### src/rtl/fchk_pkg.sv
// Shared types and the acceptance rule for the fadd result checker.
// Defining FCHK_STRICT_EN removes the +/-1 ULP tolerance from fchk_pass.
package fchk_pkg;

  localparam int EXP_MSB = 30;
  localparam int EXP_LSB = 23;

  typedef struct packed {
    logic [31:0] x1;
    logic [31:0] x2;
    logic [31:0] exp;
  } fchk_op_t;

  typedef struct packed {
    logic [31:0] x1;
    logic [31:0] x2;
    logic [31:0] y;
    logic [31:0] exp;
  } fchk_entry_t;

  // Zero/denormal results on both sides compare equal regardless of mantissa.
  function automatic logic fchk_pass(input logic [31:0] y, input logic [31:0] exp);
    logic both_zero_exp;
    both_zero_exp = (exp[EXP_MSB:EXP_LSB] == '0) && (y[EXP_MSB:EXP_LSB] == '0);
`ifdef FCHK_STRICT_EN
    return both_zero_exp || (y == exp);
`else
    return both_zero_exp || (y == exp) || (y == exp + 32'd1) || (y == exp - 32'd1);
`endif
  endfunction

endpackage

### src/rtl/fchk_fifo.sv
// Mismatch queue: DEPTH entries, registered (no bypass), valid/ready pop, full flag.
// A push while full lands only if a pop happens in the same cycle; clear_i wins over both.
module fchk_fifo
  import fchk_pkg::*;
#(
  parameter int DEPTH = 4
) (
  input  logic        clk,
  input  logic        rstn,
  input  logic        clear_i,
  input  logic        push_vld_i,
  input  fchk_entry_t push_dat_i,
  output logic        pop_vld_o,
  input  logic        pop_rdy_i,
  output fchk_entry_t pop_dat_o,
  output logic        full_o
);
  localparam int AW = $clog2(DEPTH);

  logic [AW:0]  wr_q, wr_d, rd_q, rd_d;
  fchk_entry_t  mem_q [DEPTH];
  logic         empty, pop_fire, push_fire;

  // Extra pointer bit distinguishes full from empty.
  assign empty     = (wr_q == rd_q);
  assign full_o    = (wr_q[AW] != rd_q[AW]) && (wr_q[AW-1:0] == rd_q[AW-1:0]);
  assign pop_fire  = pop_rdy_i && !empty;
  assign push_fire = push_vld_i && (!full_o || pop_fire);

  always_comb begin
    wr_d = wr_q;
    rd_d = rd_q;
    if (clear_i) begin
      wr_d = '0;
      rd_d = '0;
    end else begin
      if (push_fire) wr_d = wr_q + 1'b1;
      if (pop_fire)  rd_d = rd_q + 1'b1;
    end
  end

  always_ff @(posedge clk or negedge rstn) begin
    if (!rstn) begin
      wr_q <= '0;
      rd_q <= '0;
    end else begin
      wr_q <= wr_d;
      rd_q <= rd_d;
    end
  end

  always_ff @(posedge clk) begin
    if (push_fire && !clear_i) mem_q[wr_q[AW-1:0]] <= push_dat_i;
  end

  assign pop_vld_o = !empty;
  assign pop_dat_o = empty ? '0 : mem_q[rd_q[AW-1:0]];
endmodule

### config.mk
export PLATFORM = sky130hd
export DESIGN_NAME = fchk_fifo
export DESIGN_NICKNAME = d
export VERILOG_FILES = /design/src/rtl/fchk_pkg.sv /design/src/rtl/fchk_fifo.sv
export SDC_FILE = /design/constraint.sdc
export NUM_CORES = 1
export LEC_CHECK = 0
export ABC_AREA = 1
export CORE_MARGIN = 2
export CORE_UTILIZATION = 45
export CTS_CLUSTER_SIZE = 16
export DETAILED_ROUTE_END_ITERATION = 10
export PLACE_DENSITY = 0.73
export SETUP_SLACK_MARGIN = 0.02
export SKIP_LAST_GASP = 1
export SLEW_MARGIN = 20
export SYNTH_ARGS = -nofsm -noshare
export SYNTH_HDL_FRONTEND = slang
export SYNTH_SLANG_ARGS = --single-unit
### constraint.sdc
create_clock -name clk -period 8.1 [get_ports clk]
set_input_delay 1.215 -clock clk [delete_from_list [all_inputs] [get_ports clk]]
set_output_delay 1.215 -clock clk [all_outputs]
set_load 0.02 [all_outputs]
==> summary.md <==
| Metric | Value |
|---|---|
| Outcome | `finished, final reports clean` |
| Max_cap viols | `0` |
| Final core occ | `56.2%` |
| Max Root-Sink Buffers | `3` |
| Worst hold path type | `reg -> reg` |
| H-tree depth | `2` |
| Synth top area cells | `edfxtp_1, o21ai_0, nor2_1` |
| Final clock skew | `9.65 ps` |
| Num CTS Buffers | `between 50 and 60` |
| Final hold vios | `0` |
| Power density cells | `roughly 270 mW/mm²` |
| Clock Tree Root | `clkbuf_16` |
| Hold Path Origin | `wr_q[2]` |
| Static leakage power | `about 0.0091 µW` |
| WP data arrival | `4340 ps` |
| Area leader, netlist | `edfxtp_1` |
| Netlist Area Pre-Place | `around 0.02 mm²` |
| PostCTS Resize Cnt | `0` |
| CTS tree | `done` |
| Worst path cell trace | `buf_4 > inv_8 > buf_4 > o21ai_0 > o22ai_1 > nand2_1 > inv_1 > clkdlybuf4s50_1` |
| Hold-critical path depth | `2` |
| Hold WS | `around 570 ps` |
| Die width | `around 220 µm` |
| Slew Viols, Final | `0` |
| Worst setup EP type | `primary output` |
| Core footprint | `approximately 0.044 mm²` |
| Reg2reg setup slack | `between 3000 and 4000 ps` |
| Yosys top cell area share | `75.6%` |
| Most frequent cells in the layout | `edfxtp_1, clkdlybuf4s50_1, nor2_1, o21ai_0, nand2_1` |
| Die H | `217 µm` |
| Worst Max-Slew Pin Slew | `roughly 1000 ps` |
| Post-synth cell types | `20` |
| Largest net degree at the start of global routing | `~150` |
| Design Power | `between 6000 and 7000 µW` |
| HPWL Detailed | `25.2 mm` |
| Placed insts | `around 2.3k` |
| Post-synthesis instance total | `1569` |
| Routed via count | `12.9k` |
| FMAX | `180 MHz` |
| GR Util met2 | `between 30% and 40%` |
| Clock sink total | `between 500 and 600` |
| Reg2reg path depth | `7` |
| RePlAce Congestion | `about 0.7` |
| Vias in the first global route | `about 13k` |
| Max-slew headroom | `approximately 30%` |
| RSZ-0062 raised after global routing | `no` |
| Initial Util | `between 40% and 50%` |
| Post-DRT Antenna Nets | `0` |
| WL/cell | `roughly 19 µm` |
| Synth Register Bits | `about 520` |
| Post CTS Setup Buffer Count | `0` |
| Endpoints failing setup | `0` |
| I/O pin cnt | `approximately 260` |
| Global-route wire length before repair | `approximately 70 mm` |
| Tmin final | `about 5600 ps` |
| Reg2reg start | `rd_q[1]` |
| Clock slew at reported path FFs | `~60 ps` |
| Most common cell after layout, fill and taps aside | `edfxtp_1` |
| Critical Path RT | `slightly below 7000 ps` |
| Area Overhead vs Synth | `22.7%` |
| Period utilisation layout | `just under 70%` |
| Startpoint types | `flop` |
| Peak supply drop | `approximately 0.21 mV` |
| Most used cell, CP | `buf_4` |
| DR vias/cell | `between 5 and 6` |
| DR pass1 iterations | `7` |
| Grt met1 use | `between 20% and 30%` |
| Congestion Overflow GR | `0` |
| Worst path slowest cell | `buf_4` |
| Initial antenna violation count | `3` |
| Non-Filler Instances | `about 2.4k` |
| Crit-path max cell delay | `730 ps` |
| Synth warnings | `0` |
| GRT Util Overall | `about a fifth` |
| IO buf count | `around 260` |
| Placement Rows | `77` |
| Setup TNS | `0 ps` |
| Routed wire length | `roughly 46 mm` |
| Clock Latency Late Sink | `580 ps` |
| DR iter-0 viols | `950` |
| Hold buffer count at CTS | `0` |
| Nets@finish | `1941` |
| Setup Crit Path Kind | `reg -> out` |
| DRC Markers | `0` |
| Hold endpoint | `wr_q[2]` |
| Sequential area share after synthesis | `about three quarters` |
| CP max FO | `153` |
| FF-to-FF End | `mem_q[2][102]` |
| Busiest grt layer | `met2` |
| Syn Area/Cell | `approximately 13 µm²` |
| Post-Syn Nets | `about 1.7k` |
| Die area | `between 0.04 and 0.05 mm²` |
| Layout cells sized above 1 | `5.37%` |
| M3 GR Usage | `under 10%` |
-- power breakdown --
part           total, µW  internal (µW)  leakage [µW]  switching (µW)
clock network       2200           1250      0.000761             950
logic               1400            540       0.00362             860
registers           3050           3020       0.00473            27.6
total               6650           4810       0.00911            1840
-- layout make-up --
class / count / area [µm²]
Fill cell: 3541 / 19500
Sequential cell: 518 / 15500
Multi-Input combinational cell: 811 / 3820
Timing Repair Buffer: 280 / 2760
Clock buffer: 61 / 1360
Tap cell: 592 / 741
Inverter: 141 / 539
Clock inverter: 32 / 206
Antenna cell: 1 / 2.50
-- worst max path at each step --
stage,startpoint,to,slack [ps],cells past startpoint
after floorplan,pop_rdy_i,mem_q[0][0],620,4
after global placement,rd_q[0],pop_dat_o[48],3070,8
after detailed placement,rd_q[0],pop_dat_o[48],3000,8
after CTS,rd_q[0],pop_dat_o[48],2370,8
after global routing,rd_q[1],pop_dat_o[121],2200,8
final,rd_q[0],pop_dat_o[48],2540,8
-- cells in the mapped netlist --
master and count:
nand3_1 7, o21ai_1 45, edfxtp_1 512, nand3_2 1
inv_1 140, ha_1 5, buf_6 10, xnor2_2 1
nand2_1 143, inv_2 1, dfrtp_1 6, nand4_1 7
buf_2 42, buf_4 1, clkbuf_1 45, o21ai_0 211
o22ai_1 128, buf_1 1, nor2_1 261, xor2_1 2
-- logic make-up after synthesis --
| logic type | synth area share, % |
|---|---|
| DFF | 76.3 |
| and+or+nand+nor | 7.89 |
| AOI/OAI and AO/OA | 10.2 |
| buffers and inverters | 5.07 |
| adders and majority gates | 0.308 |
| xor gates and xnor gates | 0.166 |
-- per-stage QoR --
stage | area, µm² | setup slack, ps
floorplan | 20300 | 623
global placement | 23400 | 3070
detailed placement | 23400 | 3000
CTS | 25000 | 2370
global route | 25000 | 2200
finish | 25000 | 2540
-- flip-flops by register name, indices dropped and copies added, names as in the netlist --
register / cells
wr_q: 3
mem_q: 512
rd_q: 3
-- critical path: cells and delay by family (launching register included) --
kind | cells | cell delay (ps)
buffers and inverters | 5 | 2300
AOI/OAI and AO/OA | 2 | 430
and+or+nand+nor | 1 | 90
DFF | 1 | 590
-- layer usage --
layer,up-vias,share of wire (%)
met5,-,0.059
met4,4,1.6
met3,59,7.2
met2,400,49
met1,6349,42
li1,6064,-
Note: power is estimated with default switching activity, not from simulation.
